**src/rtl/boot_release_sequencer.sv**
```systemverilog
// boot_release_sequencer
// Restarts the EEPROM-to-RAM bootstrap copier, waits for it to finish,
// lets the copier's bus drivers settle, then hands the bus to the 65C02
// and releases its reset after a minimum-width reset pulse. A copy that
// never completes parks the block in ERROR with the boot_error LED lit.
// A rising edge on the debounced reboot button re-runs the whole sequence
// from any state.
//
// All outputs come straight from flops. The output flops are loaded from
// the decode of the next state, so they always match the state register
// and no input ever reaches an output combinationally.

module boot_release_sequencer #(
    parameter int unsigned COPY_RESET_CYCLES = 4,
    parameter int unsigned SETTLE_CYCLES     = 16,
    parameter int unsigned CPU_RESET_CYCLES  = 8,
    parameter int unsigned TIMEOUT_CYCLES    = 40000,
    parameter int unsigned CNT_W             = 16
) (
    input  logic       clock,
    input  logic       reset,
    input  logic       copy_done,
    input  logic       soft_reset_req,
    output logic       copy_reset_n,
    output logic       cpu_be,
    output logic       cpu_rdy,
    output logic       cpu_reset_n,
    output logic       boot_error,
    output logic [2:0] state_o
);

    // Sequencer states; the encoding is visible on state_o for debug.
    typedef enum logic [2:0] {
        RESTART_COPY = 3'd0,
        WAIT_COPY    = 3'd1,
        SETTLE       = 3'd2,
        CPU_RESET    = 3'd3,
        RUN          = 3'd4,
        ERROR        = 3'd5
    } state_t;

    // Counter reload values: a timed state lasting N cycles loads N-1 and
    // leaves on the edge where the counter has reached zero.
    localparam logic [CNT_W-1:0] COPY_LOAD    = CNT_W'(COPY_RESET_CYCLES - 1);
    localparam logic [CNT_W-1:0] SETTLE_LOAD  = CNT_W'(SETTLE_CYCLES - 1);
    localparam logic [CNT_W-1:0] CPURST_LOAD  = CNT_W'(CPU_RESET_CYCLES - 1);
    localparam logic [CNT_W-1:0] TIMEOUT_LOAD = CNT_W'(TIMEOUT_CYCLES - 1);
    localparam logic [CNT_W-1:0] CNT_ZERO     = {CNT_W{1'b0}};
    localparam logic [CNT_W-1:0] CNT_ONE      = {{(CNT_W-1){1'b0}}, 1'b1};

    // Output vector layout: {copy_reset_n, cpu_be, cpu_rdy, cpu_reset_n, boot_error}
    localparam logic [4:0] OUT_RESTART = 5'b00000;
    localparam logic [4:0] OUT_WAIT    = 5'b10000;
    localparam logic [4:0] OUT_SETTLE  = 5'b10000;
    localparam logic [4:0] OUT_CPURST  = 5'b11100;
    localparam logic [4:0] OUT_RUN     = 5'b11110;
    localparam logic [4:0] OUT_ERROR   = 5'b10001;

    state_t           state;
    state_t           state_next;
    logic [CNT_W-1:0] cnt;
    logic [CNT_W-1:0] cnt_next;
    logic             soft_prev;
    logic             soft_rise;
    logic             cnt_zero;
    logic             done_blanked;

    // Map a state onto the five control pins. Unused codes fall back to
    // the safe RESTART_COPY pattern: CPU held off the bus and in reset.
    function automatic logic [4:0] decode_outputs(input state_t s);
        logic [4:0] v;
        case (s)
            RESTART_COPY: v = OUT_RESTART;
            WAIT_COPY:    v = OUT_WAIT;
            SETTLE:       v = OUT_SETTLE;
            CPU_RESET:    v = OUT_CPURST;
            RUN:          v = OUT_RUN;
            ERROR:        v = OUT_ERROR;
            default:      v = OUT_RESTART;
        endcase
        return v;
    endfunction

    // Button edge and counter qualifiers used by the transition logic.
    always_comb begin
        soft_rise    = soft_reset_req & ~soft_prev;
        cnt_zero     = (cnt == CNT_ZERO);
        // On the first WAIT_COPY cycle copy_done may still be the DONE
        // level left over from the previous boot, so it is not trusted.
        done_blanked = (cnt == TIMEOUT_LOAD);
    end

    // Next-state and counter logic; a button edge overrides everything.
    always_comb begin
        state_next = state;
        cnt_next   = cnt;
        if (soft_rise) begin
            state_next = RESTART_COPY;
            cnt_next   = COPY_LOAD;
        end else begin
            case (state)
                RESTART_COPY: begin
                    if (cnt_zero) begin
                        state_next = WAIT_COPY;
                        cnt_next   = TIMEOUT_LOAD;
                    end else begin
                        cnt_next = cnt - CNT_ONE;
                    end
                end
                WAIT_COPY: begin
                    // A completion seen on the very last timeout cycle
                    // still counts as a good copy.
                    if (copy_done && !done_blanked) begin
                        state_next = SETTLE;
                        cnt_next   = SETTLE_LOAD;
                    end else if (cnt_zero) begin
                        state_next = ERROR;
                        cnt_next   = CNT_ZERO;
                    end else begin
                        cnt_next = cnt - CNT_ONE;
                    end
                end
                SETTLE: begin
                    // copy_done is deliberately not looked at here.
                    if (cnt_zero) begin
                        state_next = CPU_RESET;
                        cnt_next   = CPURST_LOAD;
                    end else begin
                        cnt_next = cnt - CNT_ONE;
                    end
                end
                CPU_RESET: begin
                    if (cnt_zero) begin
                        state_next = RUN;
                        cnt_next   = CNT_ZERO;
                    end else begin
                        cnt_next = cnt - CNT_ONE;
                    end
                end
                RUN: begin
                    state_next = RUN;
                    cnt_next   = cnt;
                end
                ERROR: begin
                    state_next = ERROR;
                    cnt_next   = cnt;
                end
                default: begin
                    // Codes 6 and 7 are not reachable; recover by rebooting.
                    state_next = RESTART_COPY;
                    cnt_next   = COPY_LOAD;
                end
            endcase
        end
    end

    // State, counter, button history and registered control outputs.
    always_ff @(posedge clock or posedge reset) begin
        if (reset) begin
            state        <= RESTART_COPY;
            cnt          <= COPY_LOAD;
            soft_prev    <= 1'b0;
            copy_reset_n <= OUT_RESTART[4];
            cpu_be       <= OUT_RESTART[3];
            cpu_rdy      <= OUT_RESTART[2];
            cpu_reset_n  <= OUT_RESTART[1];
            boot_error   <= OUT_RESTART[0];
        end else begin
            state     <= state_next;
            cnt       <= cnt_next;
            soft_prev <= soft_reset_req;
            {copy_reset_n, cpu_be, cpu_rdy, cpu_reset_n, boot_error} <= decode_outputs(state_next);
        end
    end

    assign state_o = state;

endmodule

```
**config.mk**
```make
export PLATFORM = sky130hd
export DESIGN_NAME = boot_release_sequencer
export DESIGN_NICKNAME = d
export VERILOG_FILES = /design/src/rtl/boot_release_sequencer.sv
export SDC_FILE = /design/constraint.sdc
export NUM_CORES = 1
export LEC_CHECK = 0
export CAP_MARGIN = 20
export CORE_MARGIN = 1.5
export CORE_UTILIZATION = 56
export CTS_BUF_LIST = sky130_fd_sc_hd__clkbuf_4 sky130_fd_sc_hd__clkbuf_8 sky130_fd_sc_hd__clkbuf_16
export DETAILED_ROUTE_END_ITERATION = 12
export PLACE_DENSITY = 0.73
export SYNTH_ARGS = -nofsm -noshare
export SYNTH_HDL_FRONTEND = slang
export SYNTH_SLANG_ARGS = --single-unit
```
**constraint.sdc**
```tcl
create_clock -name clock -period 3.2 [get_ports clock]
set_input_delay 0.96 -clock clock [delete_from_list [all_inputs] [get_ports clock]]
set_output_delay 0.96 -clock clock [all_outputs]
set_load 0.02 [all_outputs]
```
==> flow_summary.ini, run 1 <==
[status]
status = finished, final reports clean

[run]
maxCapViolations = 0

[setup_path]
critical_path.max_fanout = 10
critical-path-slowest-cell = sky130_fd_sc_hd__or3_1
critical_path.startpoint_type = register
worstPathCellList = inv_1, ha_1, or4b_1, or3_1, nor3_2, nor3_1, a22o_1
critical_path.max_stage_delay_ns = 0.55
rrSetupSlack_ns = 0.46
path_delay_family = simple AND/OR/NAND/NOR gates
worst_setup_path_startpoint = cnt[0]$_DFFE_PP1P_
critical_path.reg2reg.startpoint = cnt[0]$_DFFE_PP1P_
worstSetupPathType = reg -> reg
cp.buffers_inverters = 1
critical_path_required_ns = 3.43
cp.arrival_ns = 2.97
setup.worst_path.end_class = register

[clock_tree]
ctsResizeCount = 0
clock_path_buffers = 2
cts-buffers-inserted = 3
worst_setup_hold_path_clk_slew_ns = 0.13
htree_num_levels = 1
clk-insertion-delay-late_ns = 0.32
clock_tree_from_tritoncts = built
cts.hold.buffers_added = 0
cts.repair_timing.setup_buffer_count = 0
numClockSinks = 24
clock_tree.root_cell = sky130_fd_sc_hd__clkbuf_4

[timing]
max-slew-margin-rel_pct = 54.69
total_count_of_max_transition_violations_in_the_final_report = 0
rsz_0062_raised_after_global_routing = false
setup_violations = 0
fmax_ghz = 0.3644
tightestPinTransition_ns = 0.6709
min_period_ns = 2.744
finClkSkew_ns = 0.01425
finalHoldViolCount = 0
setup_total_negative_slack_ns = 0
min_period_over_period_pct = 85.75

[die]
floorplan.die.height_um = 53.36
dieArea_um2 = 2847
core_um2 = 2432
floorplan.initialDensity_pct = 58.38
top_level_ports = 12
row_count = 18
die_w_um = 53.36

[power_and_ir_drop]
share_clk_of_total_power_pct = 11.8
max-vdd-ir-drop_v = 0.0005580
p_int_w = 0.0007087
seq_power_share_pct = 43.2
totalPowerFinal_w = 0.001248
leakage_nw = 0.6671
switching_share_pct = 43.22
total_switching_power_w = 0.0005394
p_per_area_nw_per_um2 = 792.3
share_comb_of_total_power_pct = 45.1

[drt]
postRouteWirelength_um = 3393
via_count = 1245
detail_route.iter0.violations = 58
drt-vias-per-instance = 6.418
firstDrtPassIters = 4
drt_drc_violations_left = 0
ant_nets = 0
wl_per_cell_um = 17.49

[yosys]
syn_nets = 161
synth.cell_area_um2 = 1420
area_share_of_fa_ha_maj_cells_after_synthesis_pct = 1.762
synth_compound_area_share_pct = 18.68
post_synth_mux_area_share_pct = 0
yosys.area_share.simple_pct = 28.90
postSynthRegisterBits = 24
ys_types = 48
synth_largest_area_cell = sky130_fd_sc_hd__dfrtp_1
dominantRegCellSynth = sky130_fd_sc_hd__dfrtp_1
ys_seq_area_share_pct = 42.47
synthCells = 155
ys_warn_count = 0
synth_xor_xnor_area_share_pct = 3.700
dominant_combinational_cell_family_by_area_after_synthesis = simple AND/OR/NAND/NOR gates
async_reset_ff_share_pct = 100.0
synth_edf_count = 0
syn_avg_cell_area_um2 = 9.162
synth_largest_type_area_fraction_pct = 38.77
synth.area.top_cells = sky130_fd_sc_hd__dfrtp_1 (39%), sky130_fd_sc_hd__nor3_1 (3.9%), sky130_fd_sc_hd__dfstp_2 (3.7%), sky130_fd_sc_hd__nor2_1 (3.7%), sky130_fd_sc_hd__or3_1 (3.1%)

[grt]
via_count_of_the_first_global_routing_pass = 1145
grt_first_pass_wirelength_um = 5671
overflow_left_after_global_routing = 0
grt_use_total_pct = 27.98
grt_antenna_before_repair = 0
grt_max_degree = 25

[worst_hold_path]
worstHoldPathType = reg -> reg
worstHoldStart = cnt[12]$_DFFE_PP0P_

[final_layout]
commonest_non_fill_non_tap_cell_in_the_layout = sky130_fd_sc_hd__dfrtp_1
utilization_pct = 64.76
diodes = 0
syn2layout_area_growth_pct = 10.93
final_cell_mix = sky130_fd_sc_hd__dfrtp_1 (22), sky130_fd_sc_hd__nor2_1 (14), sky130_fd_sc_hd__nor3_1 (11), sky130_fd_sc_hd__clkdlybuf4s50_1 (11), sky130_fd_sc_hd__a21oi_1 (8)
num-nets-final = 171
drive_gt1_share_pct = 9.756

[placement]
routabilityCongestion = 0.8752
portBuffers = 11
dp_hpwl_um = 2508
flip-flops by register name (all words and copies together) (netlist names):
signal        count
boot_error        1
copy_reset_n      1
soft_prev         1
cpu_be            1
state_o           3
cpu_reset_n       1
cnt              16
cell families (layout without fill, tap and decap cells):
kind of cell / count (synthesis) / after routing
compound gates: 37 / 37
xor+xnor: 6 / 6
fa+ha+maj: 2 / 2
buf+inv: 14 / 23
flops: 24 / 24
simple gates: 72 / 72
cell usage after synthesis, types with 2 or more instances:
master	number
sky130_fd_sc_hd__nand4_1	3
sky130_fd_sc_hd__a211oi_1	2
sky130_fd_sc_hd__or4b_1	2
sky130_fd_sc_hd__nand2b_1	3
sky130_fd_sc_hd__o21ai_0	5
sky130_fd_sc_hd__nor2_1	14
sky130_fd_sc_hd__inv_1	5
sky130_fd_sc_hd__a21oi_1	8
sky130_fd_sc_hd__xnor2_1	4
sky130_fd_sc_hd__a221oi_1	2
sky130_fd_sc_hd__xor2_1	2
sky130_fd_sc_hd__o31ai_1	2
sky130_fd_sc_hd__clkbuf_1	6
sky130_fd_sc_hd__nand3_1	3
sky130_fd_sc_hd__o41ai_1	4
sky130_fd_sc_hd__nand2_1	7
sky130_fd_sc_hd__or4_1	4
sky130_fd_sc_hd__nor3b_1	2
sky130_fd_sc_hd__nor2b_1	3
sky130_fd_sc_hd__nor4_1	4
sky130_fd_sc_hd__a22o_1	2
sky130_fd_sc_hd__nor3_1	11
sky130_fd_sc_hd__nor3_2	2
sky130_fd_sc_hd__ha_1	2
sky130_fd_sc_hd__or3_1	7
sky130_fd_sc_hd__a31oi_1	2
sky130_fd_sc_hd__dfstp_2	2
sky130_fd_sc_hd__dfrtp_1	22
worst register-to-register path: cells and delay by family, from the launching register on:
family	cells	cell delay (ns)
adder cells (fa/ha/maj)	1	0.23
AND/OR/NAND/NOR	4	1.69
AO/OA/AOI/OAI	1	0.24
flip-flops	1	0.40
buffers and inverters	1	0.11
layer usage:
| metal | up-vias | wire (um) | GRT usage, % |
|---|---|---|---|
| li1 | 605 | - | - |
| met1 | 585 | 1576 | 39.54 |
| met2 | 50 | 1591 | 44.24 |
| met3 | 5 | 189 | 3.390 |
| met4 | 0 | 36 | 8.547 |
| met5 | - | 0 | 0 |
final timing paths:
| kind | endpoint | depth (start not counted) |
|---|---|---|
| max | cnt[10]$_DFFE_PP0P_ | 7 |
| min | cnt[12]$_DFFE_PP0P_ | 1 |
| max reg2reg | cnt[10]$_DFFE_PP0P_ | 7 |
| min reg2reg | cnt[12]$_DFFE_PP0P_ | 1 |
| max in group asynchronous | cnt[0]$_DFFE_PP1P_ | 3 |
| min in group asynchronous | cnt[3]$_DFFE_PP0P_ | 3 |
cell type report:
type	instances	area (um^2)
fillers	188	857.1
multi-input cells	117	753.2
flip-flops and latches	24	603.1
repair buffers	14	132.6
well taps	30	37.54
clock buffers	4	30.03
inverters	5	18.77
power groups by stage:
stage / Combinational, W / Clock (W) / Sequential (W)
after floorplan: 0.000425 / 0 / 0.000509
after global placement: 0.000535 / 0 / 0.000535
after detailed placement: 0.000551 / 0 / 0.000540
after CTS: 0.000555 / 0.000151 / 0.000534
after global routing: 0.000620 / 0.000167 / 0.000555
final: 0.000563 / 0.000147 / 0.000539
through the flow:
step	instances	cell area, um^2	hold slack, ns	worst slack (ns)
6_report	194	1575	0.5325	0.4560
5_1_grt	194	1575	0.5624	0.3364
4_1_cts	194	1575	0.5257	0.5033
3_5_place_dp	190	1545	0.5076	0.4379
3_3_place_gp	190	1545	0.5208	0.5039
2_1_floorplan	155	1420	0.4663	0.7597
Power figures use the tool's default switching activity.
==> inputs of run 2 (changes only) <==
--- a/config.mk
+++ b/config.mk
@@ -5,12 +5,13 @@
 export SDC_FILE = /design/constraint.sdc
 export NUM_CORES = 1
 export LEC_CHECK = 0
+export ABC_AREA = 1
 export CAP_MARGIN = 20
 export CORE_MARGIN = 1.5
-export CORE_UTILIZATION = 56
+export CORE_UTILIZATION = 52
 export CTS_BUF_LIST = sky130_fd_sc_hd__clkbuf_4 sky130_fd_sc_hd__clkbuf_8 sky130_fd_sc_hd__clkbuf_16
 export DETAILED_ROUTE_END_ITERATION = 12
-export PLACE_DENSITY = 0.73
+export PLACE_DENSITY = 0.71
 export SYNTH_ARGS = -nofsm -noshare
 export SYNTH_HDL_FRONTEND = slang
 export SYNTH_SLANG_ARGS = --single-unit
==> constraint.sdc (replaced) <==
create_clock -name clock -period 2.3 [get_ports clock]
set_input_delay 0.69 -clock clock [delete_from_list [all_inputs] [get_ports clock]]
set_output_delay 0.69 -clock clock [all_outputs]
set_load 0.02 [all_outputs]
==> run 2 against run 1 <==
Total power up 68%. Sequential power up 38%. Via count hardly changed. Cell count is 25% higher. Global-route usage is 6.9 points lower. Non-clock buffer count increased by 1. Synthesized cell count up 27%. Clock power grew 52%. Combinational power grew 100%. First-iteration DRC count decreased by 26%. Count of clock-buffer cells in the layout is the same. Critical endpoint is now state_o[2].
==> flow_summary.ini, run 2 <==
[status]
status = finished, final reports clean

[grt]
grt_use_total_pct = 21.03
grt_first_pass_wirelength_um = 5430
overflow_left_after_global_routing = 0
grt_antenna_before_repair = 0
grt_max_degree = 25
via_count_of_the_first_global_routing_pass = 1238

[die]
die_w_um = 57
floorplan.die.height_um = 57
top_level_ports = 12
floorplan.initialDensity_pct = 54.99
dieArea_um2 = 3249
core_um2 = 2758
row_count = 19

[clock_tree]
ctsResizeCount = 0
numClockSinks = 24
clk-insertion-delay-late_ns = 0.31
worst_setup_hold_path_clk_slew_ns = 0.13
clock_path_buffers = 2
htree_num_levels = 1
cts-buffers-inserted = 3
clock_tree_from_tritoncts = built
clock_tree.root_cell = sky130_fd_sc_hd__clkbuf_4
cts.hold.buffers_added = 0
cts.repair_timing.setup_buffer_count = 0

[placement]
portBuffers = 11
place_ws_ns = 0.01116
post_detailed_placement_cell_area_um2 = 1673
routabilityCongestion = 0.8612
dp_hpwl_um = 2359

[drt]
route.met2.wl_um = 1538
highest_layer = met4
via_count = 1246
postRouteWirelength_um = 3035
drt-vias-per-instance = 5.128
wl_per_cell_um = 12.49
detail_route.iter0.violations = 43
wl_met3_um = 77
ant_nets = 0
drt_drc_violations_left = 0
firstDrtPassIters = 4
route.layer.met1.wl_um = 1404

[final_layout]
syn2layout_area_growth_pct = 12.71
drive_gt1_share_pct = 16.51
finish.instance_area_um2 = 1709
largest-register = cnt
num-fill-cells = 248
commonest_non_fill_non_tap_cell_in_the_layout = sky130_fd_sc_hd__nand2_1
diodes = 0
largest_reg_flops = 16
num-nets-final = 219
final_cell_mix = sky130_fd_sc_hd__nand2_1 (45), sky130_fd_sc_hd__nor2_1 (28), sky130_fd_sc_hd__inv_1 (22), sky130_fd_sc_hd__dfrtp_1 (22), sky130_fd_sc_hd__a21oi_1 (13)

[setup_path]
worstSetupPathType = reg -> out
critical_path_required_ns = 1.61
ff2ff_path_depth = 10
critical_path.reg2reg.startpoint = cnt[0]$_DFFE_PP1P_
critical_path.startpoint_type = register
worstPathCellList = clkdlybuf4s50_1
cp.buffers_inverters = 1
rrSetupSlack_ns = 0.42
critical_path.max_fanout = 9
cp.arrival_ns = 1.49
crit-reg2reg-capture = copy_reset_n$_DFF_PP0_
critical-path-slowest-cell = sky130_fd_sc_hd__clkdlybuf4s50_1
setup.worst_path.end_class = output port
critical_path.max_stage_delay_ns = 0.66
path_delay_family = buffers and inverters

[timing]
fmax_ghz = 0.4585
hold_slack_ns = 0.5151
tightestPinTransition_ns = 0.3927
worst_slack_ns = 0.1190
rsz_0062_raised_after_global_routing = false
total_count_of_max_transition_violations_in_the_final_report = 0
max-slew-margin-rel_pct = 73.73
min_period_ns = 2.181
setup_violations = 0
finalHoldViolCount = 0
setup_total_negative_slack_ns = 0
min_period_over_period_pct = 94.83
finClkSkew_ns = 0.001462

[yosys]
ys_warn_count = 0
postSynthRegisterBits = 24
synth_largest_type_area_fraction_pct = 36.30
synth.cell_area_um2 = 1516
syn_avg_cell_area_um2 = 7.698
syn_nets = 203
synth_largest_area_cell = sky130_fd_sc_hd__dfrtp_1
synth.area.top_cells = sky130_fd_sc_hd__dfrtp_1 (36%), sky130_fd_sc_hd__nand2_1 (11%), sky130_fd_sc_hd__nor2_1 (6.9%), sky130_fd_sc_hd__inv_1 (5.4%), sky130_fd_sc_hd__a21oi_1 (4.3%)
ys_seq_area_share_pct = 39.77
synthCells = 197
yosys.cell_count.top_type = sky130_fd_sc_hd__nand2_1
ys_types = 34
netlist_top_cells_count = sky130_fd_sc_hd__nand2_1 (45), sky130_fd_sc_hd__nor2_1 (28), sky130_fd_sc_hd__dfrtp_1 (22), sky130_fd_sc_hd__inv_1 (22), sky130_fd_sc_hd__a21oi_1 (13)
dominantRegCellSynth = sky130_fd_sc_hd__dfrtp_1
async_reset_ff_share_pct = 100.0
synth_edf_count = 0

[run]
maxCapViolations = 0

[worst_hold_path]
worstHoldStart = cnt[1]$_DFFE_PP1P_
worstHoldPathType = reg -> reg
timing.hold.worst_path_depth = 2
whs_endpoint = cnt[1]$_DFFE_PP1P_

[power_and_ir_drop]
p_per_area_nw_per_um2 = 1228
max-vdd-ir-drop_v = 0.0008225
leakage_nw = 0.8776
totalPowerFinal_w = 0.002099
-- run 2: cell count changes in the layout (fill, tap and decap cells not counted), sizes merged, moves of 5 or more --
cell | before | now
nand2 | 7 | 53
nor2 | 15 | 36
inv | 5 | 25
nor3 | 13 | 2
or3 | 7 | 0
a21oi | 8 | 14
nand3 | 3 | 8
xor2 | 2 | 7
-- run 2: how the worst max path moves through the flow --
stage	startpoint	end	slack [ns]	depth (start not counted)
floorplan	cnt[0]$_DFFE_PP1P_	copy_reset_n$_DFF_PP0_	0.64	10
detailed placement	soft_reset_req	cnt[13]$_DFFE_PP0P_	0.01	8
global placement	soft_reset_req	cnt[13]$_DFFE_PP0P_	0.04	8
CTS	state_o[2]$_DFF_PP0_	state_o[2]	0.11	1
global route	state_o[2]$_DFF_PP0_	state_o[2]	0.07	1
finish	state_o[2]$_DFF_PP0_	state_o[2]	0.12	1
-- run 2: routing by layer --
layer | vias up | GRT usage, %
met1 | 581 | 27.82
li1 | 646 | -
met5 | - | 0
met4 | 0 | 6.977
met3 | 2 | 2.268
met2 | 17 | 36.12
-- run 2: layout make-up --
type	count	area (um^2)	share of cell area [%]
multi-input cells	143	793.3	46.41
flip-flops and latches	24	603.1	35.29
clock buffers	4	36.28	2.123
inverters	26	97.59	5.710
well taps	31	38.79	2.269
repair buffers	15	140.1	8.199
-- run 2: cell families (layout without fill, tap and decap cells) --
family                   after synthesis  after routing  synth area share [%]
adder cells (fa/ha/maj)                2              2                 1.650
XOR/XNOR                              10             10                 5.776
AND/OR/NAND/NOR                      104            104                 34.32
flip-flops                            24             24                 39.77
buffers and inverters                 30             45                 7.920
AO/OA/AOI/OAI                         27             27                 10.56
-- run 2: per-stage QoR --
stage                     utilization [%]  instances
final                               61.98        243
after global routing                61.98        243
after CTS                           61.98        243
after detailed placement            60.66        239
after global placement              60.66        239
after floorplan                         -        197
-- run 2: power by group --
| group | leakage [nW] | switching, W | total, W | internal (W) |
|---|---|---|---|---|
| registers | 0.316 | 0.000171 | 0.000744 | 0.000573 |
| logic | 0.540 | 0.000683 | 0.00113 | 0.000449 |
| clock network | 0.0210 | 0.000127 | 0.000223 | 0.0000967 |
| total | 0.878 | 0.000981 | 0.00210 | 0.00112 |
==> inputs of run 3 (changes only) <==
--- a/config.mk
+++ b/config.mk
@@ -11,7 +11,9 @@
 export CORE_UTILIZATION = 52
 export CTS_BUF_LIST = sky130_fd_sc_hd__clkbuf_4 sky130_fd_sc_hd__clkbuf_8 sky130_fd_sc_hd__clkbuf_16
 export DETAILED_ROUTE_END_ITERATION = 12
+export MAX_ROUTING_LAYER = met4
 export PLACE_DENSITY = 0.71
+export SKIP_CTS_REPAIR_TIMING = 1
 export SYNTH_ARGS = -nofsm -noshare
 export SYNTH_HDL_FRONTEND = slang
 export SYNTH_SLANG_ARGS = --single-unit
==> run 3 against run 2 <==
Die area is the same. Global-route usage grew 0.70 points. Sequential share of layout area unchanged. Flip-flop and latch count is the same. Cell count unchanged. Critical path depth unchanged. Maximum frequency fell by 0.21%. Critical path type unchanged.
==> flow_summary.ini, run 3 (synthesis gave the netlist of run 2 again) <==
[grt]
overflow_left_after_global_routing = 0
busiest_layer = met2
grtUsageMet1_pct = 28.11
met2_grt_util_pct = 35.96
via_count_of_the_first_global_routing_pass = 1239
grt_use_total_pct = 21.73
grt_first_pass_wirelength_um = 5444
grt_antenna_before_repair = 0
grt_max_degree = 25
use_met3_pct = 2.268

[drt]
ant_nets = 0
firstDrtPassIters = 4
postRouteWirelength_um = 3049
via_count = 1249
wl_per_cell_um = 12.55
drt-vias-per-instance = 5.140
drt_drc_violations_left = 0
detail_route.iter0.violations = 41

[die]
dieArea_um2 = 3249
core_um2 = 2758
die_w_um = 57
row_count = 19
top_level_ports = 12
floorplan.die.height_um = 57
floorplan.initialDensity_pct = 54.99

[clock_tree]
numClockSinks = 24
worst_setup_hold_path_clk_slew_ns = 0.14
cts-buffers-inserted = 3
htree_num_levels = 1
clk-insertion-delay-late_ns = 0.31
clock_path_buffers = 2
clock_tree_from_tritoncts = built
clock_tree.root_cell = sky130_fd_sc_hd__clkbuf_4

[timing]
max-slew-margin-rel_pct = 73.66
min_period_ns = 2.186
finalHoldViolCount = 0
fmax_ghz = 0.4575
rsz_0062_raised_after_global_routing = false
tightestPinTransition_ns = 0.3937
min_period_over_period_pct = 95.03
setup_violations = 0
finClkSkew_ns = 0.005652
worst_slack_ns = 0.1143
setup_total_negative_slack_ns = 0
total_count_of_max_transition_violations_in_the_final_report = 0

[final_layout]
largest_reg_flops = 16
largest-register = cnt
syn2layout_area_growth_pct = 12.71
diodes = 0
commonest_non_fill_non_tap_cell_in_the_layout = sky130_fd_sc_hd__nand2_1
num-nets-final = 219
drive_gt1_share_pct = 16.51
num-fill-cells = 248
final_cell_mix = sky130_fd_sc_hd__nand2_1 (45), sky130_fd_sc_hd__nor2_1 (28), sky130_fd_sc_hd__inv_1 (22), sky130_fd_sc_hd__dfrtp_1 (22), sky130_fd_sc_hd__a21oi_1 (13)

[setup_path]
cp.buffers_inverters = 1
setup.worst_path.end_class = output port
critical_path.reg2reg.startpoint = cnt[0]$_DFFE_PP1P_
critical_path.max_stage_delay_ns = 0.66
critical_path.startpoint_type = register
critical-path-slowest-cell = sky130_fd_sc_hd__clkdlybuf4s50_1
path_delay_family = buffers and inverters
worstPathCellList = clkdlybuf4s50_1
critical_path_required_ns = 1.61
worstSetupPathType = reg -> out
rrSetupSlack_ns = 0.42
crit-reg2reg-capture = copy_reset_n$_DFF_PP0_
ff2ff_path_depth = 10
worst_setup_path_startpoint = state_o[2]$_DFF_PP0_
critical_path.max_fanout = 9
cp.arrival_ns = 1.50

[status]
status = finished, final reports clean

[power_and_ir_drop]
p_per_area_nw_per_um2 = 1230
leakage_nw = 0.8776
max-vdd-ir-drop_v = 0.0008244

[run]
maxCapViolations = 0

[worst_hold_path]
timing.hold.worst_path_depth = 2
worstHoldPathType = reg -> reg
worstHoldStart = cnt[1]$_DFFE_PP1P_
whs_endpoint = cnt[1]$_DFFE_PP1P_

[placement]
portBuffers = 11
routabilityCongestion = 0.8750
dp_hpwl_um = 2359
place_ws_ns = 0.01116
## run 3: area by class of cell
type / count / area [um^2] / share of cell area (%)
multi-input combinational: 143 / 793.3 / 46.41
inverter: 26 / 97.59 / 5.710
clock buffer: 4 / 36.28 / 2.123
timing repair buffer: 15 / 140.1 / 8.199
sequential: 24 / 603.1 / 35.29
tap: 31 / 38.79 / 2.269
## run 3: worst reg2reg max path, delay by kind of cell, from the launching register on
kind                     cells  cell delay [ns]
AO/OA/AOI/OAI                1             0.21
adder cells (fa/ha/maj)      1             0.23
buffers and inverters        1             0.07
flip-flops                   1             0.57
AND/OR/NAND/NOR              7             0.71
## run 3: routing by layer
layer  vias up  wire [um]
met4         0         23
li1        646          -
met2        20       1518
met5         -          0
met1       579       1430
met3         4         76
## run 3: worst max-delay path by stage
stage / endpoint / slack [ns] / cells past startpoint
6_report: state_o[2] / 0.11 / 1
5_1_grt: state_o[2] / 0.07 / 1
4_1_cts: state_o[2] / 0.11 / 1
3_5_place_dp: cnt[13]$_DFFE_PP0P_ / 0.01 / 8
3_3_place_gp: cnt[13]$_DFFE_PP0P_ / 0.04 / 8
2_1_floorplan: copy_reset_n$_DFF_PP0_ / 0.64 / 10
## run 3: power by group
group,internal (W),switching (W)
Clock,0.0000967,0.000128
Sequential,0.000572,0.000172
Combinational,0.000449,0.000684
Total,0.00112,0.000985
## run 3: metrics by stage
step / power, W / utilization (%) / cells / cell area [um^2] / hold slack [ns]
finish: 0.002103 / 61.98 / 243 / 1709 / 0.5149
CTS: 0.002117 / 61.98 / 243 / 1709 / 0.5230
floorplan: 0.001627 / - / 197 / 1516 / 0.4739
global placement: 0.001855 / 60.66 / 239 / 1673 / 0.4890
detailed placement: 0.001888 / 60.66 / 239 / 1673 / 0.5043
global route: 0.002297 / 61.98 / 243 / 1709 / 0.5453
